<file path="src/rtl/multicycle_controller.sv">
// multicycle_controller
//   Moore-style control unit for a multicycle RV32I datapath. It steps each
//   instruction through FETCH / DECODE / EXECUTE / MEM / WB and drives every
//   datapath strobe. A ready handshake on the shared instruction/data memory
//   stalls the sequence. The unit also handles I-type ALU ops, bne and
//   illegal opcodes.
//
//   Optional feature macro: MULTICYCLE_CTRL_ILLEGAL_TRAP_EN
//     defined   : an unknown opcode in DECODE enters TRAP. TRAP drives every
//                 strobe low, raises the sticky illegal_instr flag and is left
//                 only through reset.
//     undefined : an unknown opcode executes as a NOP (the PC was already
//                 advanced by 4). illegal_instr is tied low.
//
// Ports
//   clk, reset            rising-edge clock, asynchronous active-high reset
//   op, funct3            opcode and funct3 fields from the instruction register
//   mem_ready             memory finished the current access this cycle
//   zero                  ALU zero flag
//   pc_write              branch taken, or PC update
//   ir_write              latch the fetched instruction
//   adr_src               memory address select (0=PC, 1=ALU result)
//   mem_write             store strobe
//   reg_write             register file write enable
//   result_src            00=ALUOut, 01=mem data, 10=ALU result
//   alu_src_a             00=PC, 01=OldPC, 10=rs1
//   alu_src_b             00=rs2, 01=imm, 10=const 4
//   alu_op                00=add, 01=sub, 10=funct decoded
//   imm_src               immediate format select (decoded combinationally from op)
//   illegal_instr         sticky illegal-opcode flag
module multicycle_controller #(
  parameter int STATE_W   = 4,
  parameter int IMM_SRC_W = 3,
  parameter int ALUOP_W   = 2
) (
  input  logic                 clk,
  input  logic                 reset,
  input  logic [6:0]           op,
  input  logic [2:0]           funct3,
  input  logic                 mem_ready,
  input  logic                 zero,
  output logic                 pc_write,
  output logic                 ir_write,
  output logic                 adr_src,
  output logic                 mem_write,
  output logic                 reg_write,
  output logic [1:0]           result_src,
  output logic [1:0]           alu_src_a,
  output logic [1:0]           alu_src_b,
  output logic [ALUOP_W-1:0]   alu_op,
  output logic [IMM_SRC_W-1:0] imm_src,
  output logic                 illegal_instr
);

  localparam logic [6:0] OP_LOAD   = 7'b0000011;
  localparam logic [6:0] OP_STORE  = 7'b0100011;
  localparam logic [6:0] OP_RTYPE  = 7'b0110011;
  localparam logic [6:0] OP_ITYPE  = 7'b0010011;
  localparam logic [6:0] OP_BRANCH = 7'b1100011;
  localparam logic [6:0] OP_JAL    = 7'b1101111;

  typedef enum logic [STATE_W-1:0] {
    S_FETCH, S_DECODE, S_MEMADR, S_MEMREAD, S_MEMWB, S_MEMWRITE,
    S_EXECUTER, S_EXECUTEI, S_ALUWB, S_BRANCH, S_JAL
`ifdef MULTICYCLE_CTRL_ILLEGAL_TRAP_EN
    , S_TRAP
`endif
  } state_t;

  typedef struct packed {
    logic               ir_write;
    logic               pc_update;
    logic               fetch;      // marks FETCH so pc_update can be gated by mem_ready
    logic               branch;
    logic               adr_src;
    logic               mem_write;
    logic               reg_write;
    logic [1:0]         result_src;
    logic [1:0]         alu_src_a;
    logic [1:0]         alu_src_b;
    logic [ALUOP_W-1:0] alu_op;
  } ctrl_t;

  state_t state;
  ctrl_t  ctrl_reg;
  logic   taken;

  function automatic state_t next_of(input state_t s, input logic [6:0] o, input logic rdy);
    case (s)
      S_FETCH:    return rdy ? S_DECODE : S_FETCH;
      S_DECODE: begin
        case (o)
          OP_LOAD, OP_STORE: return S_MEMADR;
          OP_RTYPE:          return S_EXECUTER;
          OP_ITYPE:          return S_EXECUTEI;
          OP_BRANCH:         return S_BRANCH;
          OP_JAL:            return S_JAL;
`ifdef MULTICYCLE_CTRL_ILLEGAL_TRAP_EN
          default:           return S_TRAP;
`else
          default:           return S_FETCH;
`endif
        endcase
      end
      S_MEMADR:   return o[5] ? S_MEMWRITE : S_MEMREAD;
      S_MEMREAD:  return rdy ? S_MEMWB : S_MEMREAD;
      S_MEMWB:    return S_FETCH;
      S_MEMWRITE: return rdy ? S_FETCH : S_MEMWRITE;
      S_EXECUTER: return S_ALUWB;
      S_EXECUTEI: return S_ALUWB;
      S_ALUWB:    return S_FETCH;
      S_BRANCH:   return S_FETCH;
      S_JAL:      return S_ALUWB;
`ifdef MULTICYCLE_CTRL_ILLEGAL_TRAP_EN
      S_TRAP:     return S_TRAP;
`endif
      default:    return S_FETCH;
    endcase
  endfunction

  // Moore strobes per state; anything not named stays 0.
  function automatic ctrl_t ctrl_of(input state_t s);
    ctrl_t c;
    c = '0;
    case (s)
      S_FETCH: begin
        c.ir_write = 1'b1; c.pc_update = 1'b1; c.fetch = 1'b1;
        c.result_src = 2'b10; c.alu_src_b = 2'b10;
      end
      S_DECODE:   begin c.alu_src_a = 2'b01; c.alu_src_b = 2'b01; end
      S_MEMADR:   begin c.alu_src_a = 2'b10; c.alu_src_b = 2'b01; end
      S_MEMREAD:  c.adr_src = 1'b1;
      S_MEMWB:    begin c.result_src = 2'b01; c.reg_write = 1'b1; end
      S_MEMWRITE: begin c.adr_src = 1'b1; c.mem_write = 1'b1; end
      S_EXECUTER: begin c.alu_src_a = 2'b10; c.alu_op = ALUOP_W'(2); end
      S_EXECUTEI: begin c.alu_src_a = 2'b10; c.alu_src_b = 2'b01; c.alu_op = ALUOP_W'(2); end
      S_ALUWB:    c.reg_write = 1'b1;
      S_BRANCH:   begin c.alu_src_a = 2'b10; c.alu_op = ALUOP_W'(1); c.branch = 1'b1; end
      S_JAL:      begin c.alu_src_a = 2'b01; c.alu_src_b = 2'b10; c.pc_update = 1'b1; end
      default:    c = '0;
    endcase
    return c;
  endfunction

  // Outputs are registered from the next state so they line up with the
  // state they describe. The reset value is FETCH's strobe set; the output
  // stage masks everything while reset is high.
  always_ff @(posedge clk or posedge reset) begin
    if (reset) begin
      state    <= S_FETCH;
      ctrl_reg <= ctrl_of(S_FETCH);
    end else begin
      state    <= next_of(state, op, mem_ready);
      ctrl_reg <= ctrl_of(next_of(state, op, mem_ready));
    end
  end

`ifdef MULTICYCLE_CTRL_ILLEGAL_TRAP_EN
  logic illegal_reg;
  always_ff @(posedge clk or posedge reset) begin
    if (reset) illegal_reg <= 1'b0;
    else       illegal_reg <= illegal_reg | (next_of(state, op, mem_ready) == S_TRAP);
  end
  assign illegal_instr = illegal_reg & ~reset;
`else
  assign illegal_instr = 1'b0;
`endif

  // Only beq (000) and bne (001) can be taken.
  assign taken = ctrl_reg.branch & ~funct3[2] & ~funct3[1] & (zero ^ funct3[0]);

  assign pc_write   = ~reset & ((ctrl_reg.pc_update & (mem_ready | ~ctrl_reg.fetch)) | taken);
  assign ir_write   = ~reset & ctrl_reg.ir_write & mem_ready;
  assign adr_src    = ~reset & ctrl_reg.adr_src;
  assign mem_write  = ~reset & ctrl_reg.mem_write;
  assign reg_write  = ~reset & ctrl_reg.reg_write;
  assign result_src = reset ? 2'b00 : ctrl_reg.result_src;
  assign alu_src_a  = reset ? 2'b00 : ctrl_reg.alu_src_a;
  assign alu_src_b  = reset ? 2'b00 : ctrl_reg.alu_src_b;
  assign alu_op     = reset ? '0 : ctrl_reg.alu_op;

  always_comb begin
    imm_src = '0;
    if (!reset) begin
      case (op)
        OP_STORE:  imm_src = IMM_SRC_W'(1);
        OP_BRANCH: imm_src = IMM_SRC_W'(2);
        OP_JAL:    imm_src = IMM_SRC_W'(3);
        default:   imm_src = '0;
      endcase
    end
  end

endmodule

</file>
<file path="config.mk">
export PLATFORM = sky130hd
export DESIGN_NAME = multicycle_controller
export DESIGN_NICKNAME = d
export VERILOG_FILES = /design/src/rtl/multicycle_controller.sv
export SDC_FILE = /design/constraint.sdc
export NUM_CORES = 1
export LEC_CHECK = 0
export ABC_AREA = 0
export BUFFER_PORTS_ARGS = -buffer_cell sky130_fd_sc_hd__buf_2
export CORE_UTILIZATION = 52
export CTS_BUF_LIST = sky130_fd_sc_hd__clkbuf_2
export DETAILED_ROUTE_END_ITERATION = 16
export GPL_TIMING_DRIVEN = 0
export PLACE_DENSITY_LB_ADDON = 0.1
export SLEW_MARGIN = 25
export SYNTH_ARGS = -nofsm -noshare
export SYNTH_HDL_FRONTEND = slang
export SYNTH_SLANG_ARGS = --single-unit
</file>
<file path="constraint.sdc">
create_clock -name clk -period 2.62 [get_ports clk]
set_input_delay 0.393 -clock clk [delete_from_list [all_inputs] [get_ports clk]]
set_output_delay 0.393 -clock clk [all_outputs]
set_load 0.05 [all_outputs]
</file>
## After elaboration in Yosys (flattened, before gate mapping)

Index checks and enable logic that the tools add are counted.

- RAM bits: 0
- Bits in read-only memories: 0
- Memories: 0
- Output and inout bits: 17
- Bits in registers: 18
- Latch bits: 0

- Equality and inequality tests: 23
- $mul: 0
- $add $sub $neg: 0
- Shifts and indexed selects: 0
- Div/mod/pow operators: 0
- Multiplexer cells: 22
- Order comparisons: 0
- Reduce and logical (&&, ||, !) cells: 11
- Bitwise gates (word level): 17

Operators with widths:

| operator | count |
|---|---|
| $eq 4x3->1 const B | 7 |
| $pmux 4 s6 | 1 |
| $pmux 4 s5 | 1 |
| $eq 4x2->1 const B | 4 |
| $eq 4x4->1 const B | 4 |
| $pmux 2 s2 | 4 |
| $eq 7x6->1 const B | 2 |
| $eq 7x7->1 const B | 2 |
| $reduce_or 2->1 | 6 |
| $and 1x1->1 | 10 |
| $mux 2 | 5 |
| $mux 3 | 3 |
| $eq 4x1->1 const B | 2 |
| $logic_not 4->1 | 2 |
| $eq 7x2->1 const B | 1 |
| $eq 7x5->1 const B | 1 |
| $mux 1 | 7 |
| $pmux 2 s3 | 1 |
| $reduce_or 3->1 | 2 |
| $not 1->1 | 4 |
| $reduce_or 4->1 | 1 |
| $or 1x1->1 | 2 |
| $xor 1x1->1 | 1 |

## Depth between registers and ports, before layout

Gate-level depths: netlist (run 1).

- Depth in word-level cells: 7
- Depth in mapped cells: 6
- Depth with buffers taken out: 5

## Worst setup path after synthesis (run 1)

OpenSTA, ideal clock, no wires.

- Kind: input to output
- From: input port op[2]
- To: output port imm_src[1]
- Buffers on the path: 0
- Required time: 2227 ps
- Data arrival time: 1623 ps
- Slack: 604 ps
- Stages on the path: 3
- Cells stage by stage: or2_2 a211o_1 nor2_1

- Cells in the longest elaborated chain, start to end: 3
- Elaborated cells between the ends (all ways): 5
- Classes of those cells: 3 x eq/ne; 2 x mux

RTL lines:

| what | RTL line | RTL |
|---|---|---|
| start, declared | 38 | `input logic [6:0] op,` |
| $eq 7x7->1 / $eq 7x6->1 (equally long branches) | 185 | `case (op)` |
| $pmux 2 s3 (*) | 185 |  |
| $mux 2 (*) | 184 | `if (!reset) begin` |
| end, declared | 51 | `output logic [IMM_SRC_W-1:0] imm_src,` |

Mark *: on every way between the ends. The rest lies on a longest branch, timed or not.

## Worst setup path in the final report (run 1)

- From: register state[3]
- To: register ctrl_reg[5] (netlist bit)

- Cells in the longest elaborated chain, start to end: 6
- Elaborated cells between the ends (all ways): 19
- Classes of those cells: 13 x eq/ne; 2 x mux; 4 x reduce/logical

RTL lines:

| what | RTL line | RTL |
|---|---|---|
| start, declared | 84 | `state_t state;` |
| start signal, assigned | 153 | `state <= next_of(state, op, mem_ready);` |
| $eq 4x4->1 / $eq 4x3->1 (equally long branches) | 89 | `case (s)` |
| $reduce_or 3->1 (no line) | -- |  |
| $pmux 4 s6 (*) | 89 |  |
| $eq 4x4->1, or another cell as far along | 125 | `case (s)` |
| $reduce_or 4->1 (no line) / $reduce_or 2->1 (equally long branches) | -- |  |
| $pmux 2 s2 (*) | 125 |  |
| end signal, assigned | 151 | `ctrl_reg <= ctrl_of(S_FETCH);` |
| end signal, assigned | 154 | `ctrl_reg <= ctrl_of(next_of(state, op, mem_ready));` |
| end, declared | 85 | `ctrl_t ctrl_reg;` |

Marked as above.

==> reports/qor.txt, run 1 <==
FINISH
-------------------------------------------------------------------------------------
Proportion of layout cells with a drive suffix above 1                         32.84%
Leading cell types in the layout, fill and taps excluded                 sky130_fd_sc_hd__buf_2, sky130_fd_sc_hd__dfrtp_1, sky130_fd_sc_hd__nor2b_1
Number of antenna repair diodes                                                     0
Largest register FFs                                                               14
Most frequent standard cell in the layout excluding fill and tap cells   sky130_fd_sc_hd__buf_2
Final cell utilization of the core                                             66.88%
Final cell count without fillers                                                  159
Area growth from synthesis to layout                                           20.08%
Post-layout net count                                                             149

ROUTING
-------------------------------------------------------------------------------------
First-pass iteration count of the detailed router                                   4
Via-per-instance ratio                                                          5.302
Total number of vias                                                              843
Wire length reported by the detailed router                                  1.897 mm
DRC violation count after routing                                                   0
Count of nets left with antenna violations after detail routing                     0
Drt initial violations                                                             10
Post-detailed-route wirelength per cell                                      11.93 um

PLACE
-------------------------------------------------------------------------------------
Pre-CTS worst setup slack                                                   0.4617 ns
Placed cell count                                                                 155
Last weighted congestion value of the routability-driven placer                0.7763
HPWL after detailed placement                                                1.412 mm
Number of port buffers                                                             28

CTS
-------------------------------------------------------------------------------------
Buffer levels on the longest clock path                                             2
Clock buffer count from CTS                                                         3
Root buffer cell                                                         sky130_fd_sc_hd__clkbuf_2
Clock H-tree levels                                                                 1
Clock tree from TritonCTS                                                        done
Number of hold-repair buffers added at the cts stage                                0
Clk slew on worst S/H paths                                                   0.16 ns
Cells resized by post-CTS repair                                                    0
TritonCTS sink count                                                               18
Setup Fix Bufs, Post-CTS                                                            0
Clk_lat worst skew                                                            0.29 ns

SETUP PATH
-------------------------------------------------------------------------------------
Setup slack of the worst register-to-register path                            0.43 ns
Type of element capturing the critical path                                      flop
List of cells traversed by the critical path                             or4b_4, or3_1, buf_6, o221ai_4, or2_2, o22ai_1
Critical path start-end classification                                        reg2reg
Timing startpoint of the critical path                                       state[3]
Maximum fanout encountered on the critical timing path                              8
Cell with the biggest individual delay on the critical path              sky130_fd_sc_hd__or4b_4
Largest incremental delay on the critical path                                0.57 ns
Required time of the worst setup path                                         2.82 ns
Crit start category                                                              flop
Worst endpoint data arrival time                                              2.39 ns
Worst reg2reg startpoint                                                     state[3]

LOGIC SYNTHESIS
-------------------------------------------------------------------------------------
Post-synthesis async set-or-reset flop share                                   100.0%
Yosys top cell area share                                                      36.04%
Dominant cells by area after synthesis                                   sky130_fd_sc_hd__dfrtp_1, sky130_fd_sc_hd__dfstp_2, sky130_fd_sc_hd__nor2b_1, sky130_fd_sc_hd__nor2_1, sky130_fd_sc_hd__a21oi_1
Area leader, netlist                                                     sky130_fd_sc_hd__dfrtp_1
Instance count of the mapped netlist                                              101
Main flop type after synthesis                                           sky130_fd_sc_hd__dfrtp_1
Post-synthesis average cell area                                            9.626 um2
Register area share after synthesis                                            46.85%
Netlist area before placement                                               972.2 um2
Number of warning messages in the yosys log                                         0
Number of enable-type register cells in the synthesized netlist                     0
Flop and latch count out of synthesis                                              18
Number of unique standard cell types used by synthesis                             36

POWER AND IR DROP
-------------------------------------------------------------------------------------
Maximum vdd drop                                                            0.3068 mV
Leak Pwr                                                                    0.5924 nW
Pwr Total                                                                   0.5643 mW
Power Density                                                            483.4 nW/um2

GLOBAL ROUTING
-------------------------------------------------------------------------------------
GRT Overall Usage                                                              19.51%
First-pass GRT wire length                                                   2.829 mm
Largest net degree at the start of global routing                                  20
Antenna violations before repair                                                    0
Via count of the first global-routing pass                                        690
Leftover overflow at the end of global routing                                      0

FLOORPLANNING
-------------------------------------------------------------------------------------
Initial Util                                                                   55.70%
Die span in x                                                                45.24 um
Count of standard-cell rows                                                        15
Io pins                                                                            31
Area of the placeable core                                                   1745 um2
Area of the die                                                              2047 um2
DIE HEIGHT                                                                   45.24 um

TIMING
-------------------------------------------------------------------------------------
Worst Setup Slack, final                                                    0.4316 ns
Clock period minus final worst setup slack                                   2.188 ns
Worst-case headroom to the max-slew limit                                      55.43%
Worst Tran Pin Value                                                        0.6678 ns
Final clock period utilization by the worst path                               83.53%
Setup repair after global routing missed its margin                                no
Max Freq                                                                   0.4570 GHz
Count of final max-slew check failures                                              0
Setup-failing EPs final                                                             0
Clock skew                                                                0.003717 ns
Final hold violations                                                               0
Post-route setup TNS                                                             0 ns

HOLD PATH
-------------------------------------------------------------------------------------
Class of the tightest hold or removal check                                  in2async

STATUS
-------------------------------------------------------------------------------------
Result of the run                                                        finished, final reports clean

RUN
-------------------------------------------------------------------------------------
Total of max-cap violations                                                         0

[cells by family (layout without fill, tap and decap cells)]
kind of cell              after synthesis  in the layout  synth area share (%)
and+or+nand+nor                        49             49                 28.57
other                                   1              2                0.3857
buffers and inverters                  10             42                 5.404
AOI/OAI and AO/OA                      21             21                 16.86
xor gates and xnor gates                1              1                0.9011
muxes                                   1              1                 1.030
DFF                                    18             18                 46.85
[power breakdown]
group / internal [mW] / switching (mW)
logic: 0.0441 / 0.0895
registers: 0.301 / 0.00840
clock network: 0.0405 / 0.0813
[cell usage after synthesis, drive strengths merged, types with 2 or more instances]
cell type and instances:
a211o 2, nor2b 13, o21ai 3, or3 2, inv 6, o22ai 3, buf 3, dfstp 4
nor2 11, o31a 2, nand3 3, or2 2, dfrtp 14, a21oi 7, nand2 5, nor3 4
[worst paths after layout]
path	cells past startpoint	endpoint
max	6	ctrl_reg[5]
min	2	ctrl_reg[5]
max reg2reg	6	ctrl_reg[5]
min reg2reg	1	ctrl_reg[10]
max in group asynchronous	2	state[3]
min in group clk	2	ctrl_reg[6]
[through the flow]
step | area, um2 | hold slack (ns)
2_1_floorplan | 975.9 | 0.3340
3_3_place_gp | 1147 | 0.5373
3_5_place_dp | 1147 | 0.5530
4_1_cts | 1167 | 0.2089
5_1_grt | 1167 | 0.2531
6_report | 1167 | 0.2052
[worst max-delay path: cells and delay by family (launching register included)]
kind / cells / cell delay (ns)
DFF: 1 / 0.53
and+or+nand+nor: 3 / 1.11
buffers and inverters: 1 / 0.15
AOI/OAI and AO/OA: 2 / 0.31
[layout make-up]
class                           instances  area [um2]
Buffer                                  4       30.03
Tap cell                               25       31.28
Timing Repair Buffer                   28       140.1
Multi-Input combinational cell         74       467.9
Fill cell                             154       578.1
Sequential cell                        18       455.4
Inverter                                6       22.52
Clock buffer                            4       20.02
[per-layer routing]
| layer | global-route usage (%) | vias to the layer above | wire length, um |
|---|---|---|---|
| met5 | 0 | - | 0 |
| li1 | - | 414 | - |
| met3 | 3.600 | 4 | 102 |
| met4 | 8.485 | 0 | 28 |
| met1 | 24.94 | 395 | 869 |
| met2 | 32.17 | 30 | 896 |
Power figures use the tool's default switching activity.
==> inputs of run 2 (changes only) <==
==> constraint.sdc (replaced) <==
create_clock -name clk -period 2.2 [get_ports clk]
set_input_delay 0.33 -clock clk [delete_from_list [all_inputs] [get_ports clk]]
set_output_delay 0.33 -clock clk [all_outputs]
set_load 0.05 [all_outputs]
==> run 2 against run 1 <==
Effect of this change:
- sequential power up 19%
- non-clock buffer count is 2 higher
- utilization grew 0.93 points
- register-to-register slack worse by 0.36 ns
- design area increased by 1.4%
- worst setup slack lost 0.36 ns
- clock skew is 0.0074 ns higher
- clock power is 22% higher
- largest cell class unchanged
- first-iteration DRC count is 130% higher
- via count grew 3.1%
- routed wire length rose by 2.0%
- total power rose by 20%
==> reports/qor.txt, run 2 (synthesis results as in run 1) <==
SETUP PATH
-------------------------------------------------------------------------------------
Largest incremental delay on the critical path                                0.57 ns
Total buffers and inverters traversed by the critical path                          1
Type of element capturing the critical path                                      flop
Crit start category                                                              flop
List of cells traversed by the critical path                             or4b_4, or3_1, buf_6, o221ai_4, or2_2, o22ai_1
Critical path's top delay family                                         simple AND/OR/NAND/NOR gates
Cell with the biggest individual delay on the critical path              sky130_fd_sc_hd__or4b_4
Maximum fanout encountered on the critical timing path                              7
Critical path start-end classification                                        reg2reg
Required time of the worst setup path                                         2.41 ns
Worst endpoint data arrival time                                              2.33 ns

STATUS
-------------------------------------------------------------------------------------
Result of the run                                                        finished, final reports clean

FINISH
-------------------------------------------------------------------------------------
Final cell count without fillers                                                  161
Number of inserted filler cells in the final layout                               153
Largest register FFs                                                               14
Most frequent standard cell in the layout excluding fill and tap cells   sky130_fd_sc_hd__buf_2
Final cell utilization of the core                                             67.81%
Number of antenna repair diodes                                                     0
Leading cell types in the layout, fill and taps excluded                 sky130_fd_sc_hd__buf_2, sky130_fd_sc_hd__nor2b_1, sky130_fd_sc_hd__dfrtp_1
Proportion of layout cells with a drive suffix above 1                         34.56%
Area growth from synthesis to layout                                           21.75%
Post-layout net count                                                             151

CTS
-------------------------------------------------------------------------------------
TritonCTS sink count                                                               18
Clk_lat worst skew                                                            0.30 ns
Clk slew on worst S/H paths                                                   0.17 ns
Clock buffer count from CTS                                                         3
Clock tree from TritonCTS                                                        done
Root buffer cell                                                         sky130_fd_sc_hd__clkbuf_2
Number of hold-repair buffers added at the cts stage                                0
Clock H-tree levels                                                                 1
Buffer levels on the longest clock path                                             2

ROUTING
-------------------------------------------------------------------------------------
Total number of vias                                                              869
Wire length reported by the detailed router                                  1.934 mm
DRC violation count after routing                                                   0
Count of nets left with antenna violations after detail routing                     0
First-pass iteration count of the detailed router                                   4
Via-per-instance ratio                                                          5.398
Post-detailed-route wirelength per cell                                      12.01 um
Drt initial violations                                                             23

GLOBAL ROUTING
-------------------------------------------------------------------------------------
Largest net degree at the start of global routing                                  20
First-pass GRT wire length                                                   2.829 mm
GRT Overall Usage                                                              19.51%
Via count of the first global-routing pass                                        690
Leftover overflow at the end of global routing                                      0
Antenna violations before repair                                                    0

POWER AND IR DROP
-------------------------------------------------------------------------------------
Leak Pwr                                                                    0.6017 nW
Pwr Total                                                                   0.6762 mW
Maximum vdd drop                                                            0.3709 mV
Power Density                                                            571.3 nW/um2

TIMING
-------------------------------------------------------------------------------------
Setup repair after global routing missed its margin                                no
Worst-case headroom to the max-slew limit                                      55.53%
Clock period minus final worst setup slack                                   2.126 ns
Worst Setup Slack, final                                                   0.07385 ns
Clock skew                                                                 0.01109 ns
Post-route setup TNS                                                             0 ns
Worst Tran Pin Value                                                        0.6663 ns
Max Freq                                                                   0.4703 GHz
Setup-failing EPs final                                                             0
Count of final max-slew check failures                                              0
Final clock period utilization by the worst path                               96.64%
Final hold violations                                                               0

FLOORPLANNING
-------------------------------------------------------------------------------------
Initial Util                                                                   55.70%
DIE HEIGHT                                                                   45.24 um
Area of the placeable core                                                   1745 um2
Die span in x                                                                45.24 um
Count of standard-cell rows                                                        15
Io pins                                                                            31
Area of the die                                                              2047 um2

RUN
-------------------------------------------------------------------------------------
Total of max-cap violations                                                         0

PLACE
-------------------------------------------------------------------------------------
Placed cell count                                                                 155
Number of port buffers                                                             28
Last weighted congestion value of the routability-driven placer                0.7763
Pre-CTS worst setup slack                                                  0.04170 ns
HPWL after detailed placement                                                1.412 mm

HOLD PATH
-------------------------------------------------------------------------------------
Class of the tightest hold or removal check                                  in2async

run 2: final timing paths:
path / from / end / slack, ns / depth (start not counted)
worst max-delay path: state[2] / ctrl_reg[5] / 0.07 / 6
worst min-delay path: reset / ctrl_reg[5] / 0.13 / 2
worst max register to register: state[2] / ctrl_reg[5] / 0.07 / 6
worst min register to register: state[3] / ctrl_reg[10] / 0.64 / 2
max in group asynchronous: reset / state[3] / 1.60 / 2
min in group clk: mem_ready / ctrl_reg[6] / 0.34 / 2
run 2: per-stage QoR:
step,area (um2),hold WS [ns]
6_report,1184,0.1303
5_1_grt,1184,0.1897
4_1_cts,1167,0.1459
3_5_place_dp,1147,0.4900
3_3_place_gp,1147,0.4743
2_1_floorplan,975.9,0.2710
run 2: per-layer routing:
metal	global-route usage (%)	part of all wire [%]
met1	24.94	44
met2	32.17	47
met4	8.485	2.2
met5	0	0
met3	3.600	6.7
run 2: area by class of cell:
class | count | area, um2 | area share, %
flip-flops and latches | 18 | 456.7 | 38.58
clock buffers | 4 | 20.02 | 1.691
plain buffers | 4 | 30.03 | 2.537
well taps | 25 | 31.28 | 2.643
inverters | 6 | 22.52 | 1.903
multi-input cells | 74 | 467.9 | 39.53
repair buffers | 30 | 155.1 | 13.11
run 2: worst reg2reg max path, delay by kind of cell (launching register included):
| family | cells | cell delay [ns] |
|---|---|---|
| flops | 1 | 0.48 |
| simple gates | 3 | 1.11 |
| buf+inv | 1 | 0.15 |
| compound gates | 2 | 0.30 |
run 2: what timing repair did:
item	in CTS	in global routing
buffers inserted	0	2
resized for setup	0	1
endpoints found under the setup margin	0	4
run 2: power by group:
part           internal [mW]  switching (mW)  leakage [nW]
combinational         0.0528           0.107         0.354
sequential             0.358         0.00979         0.231
clock                 0.0482           0.100        0.0166
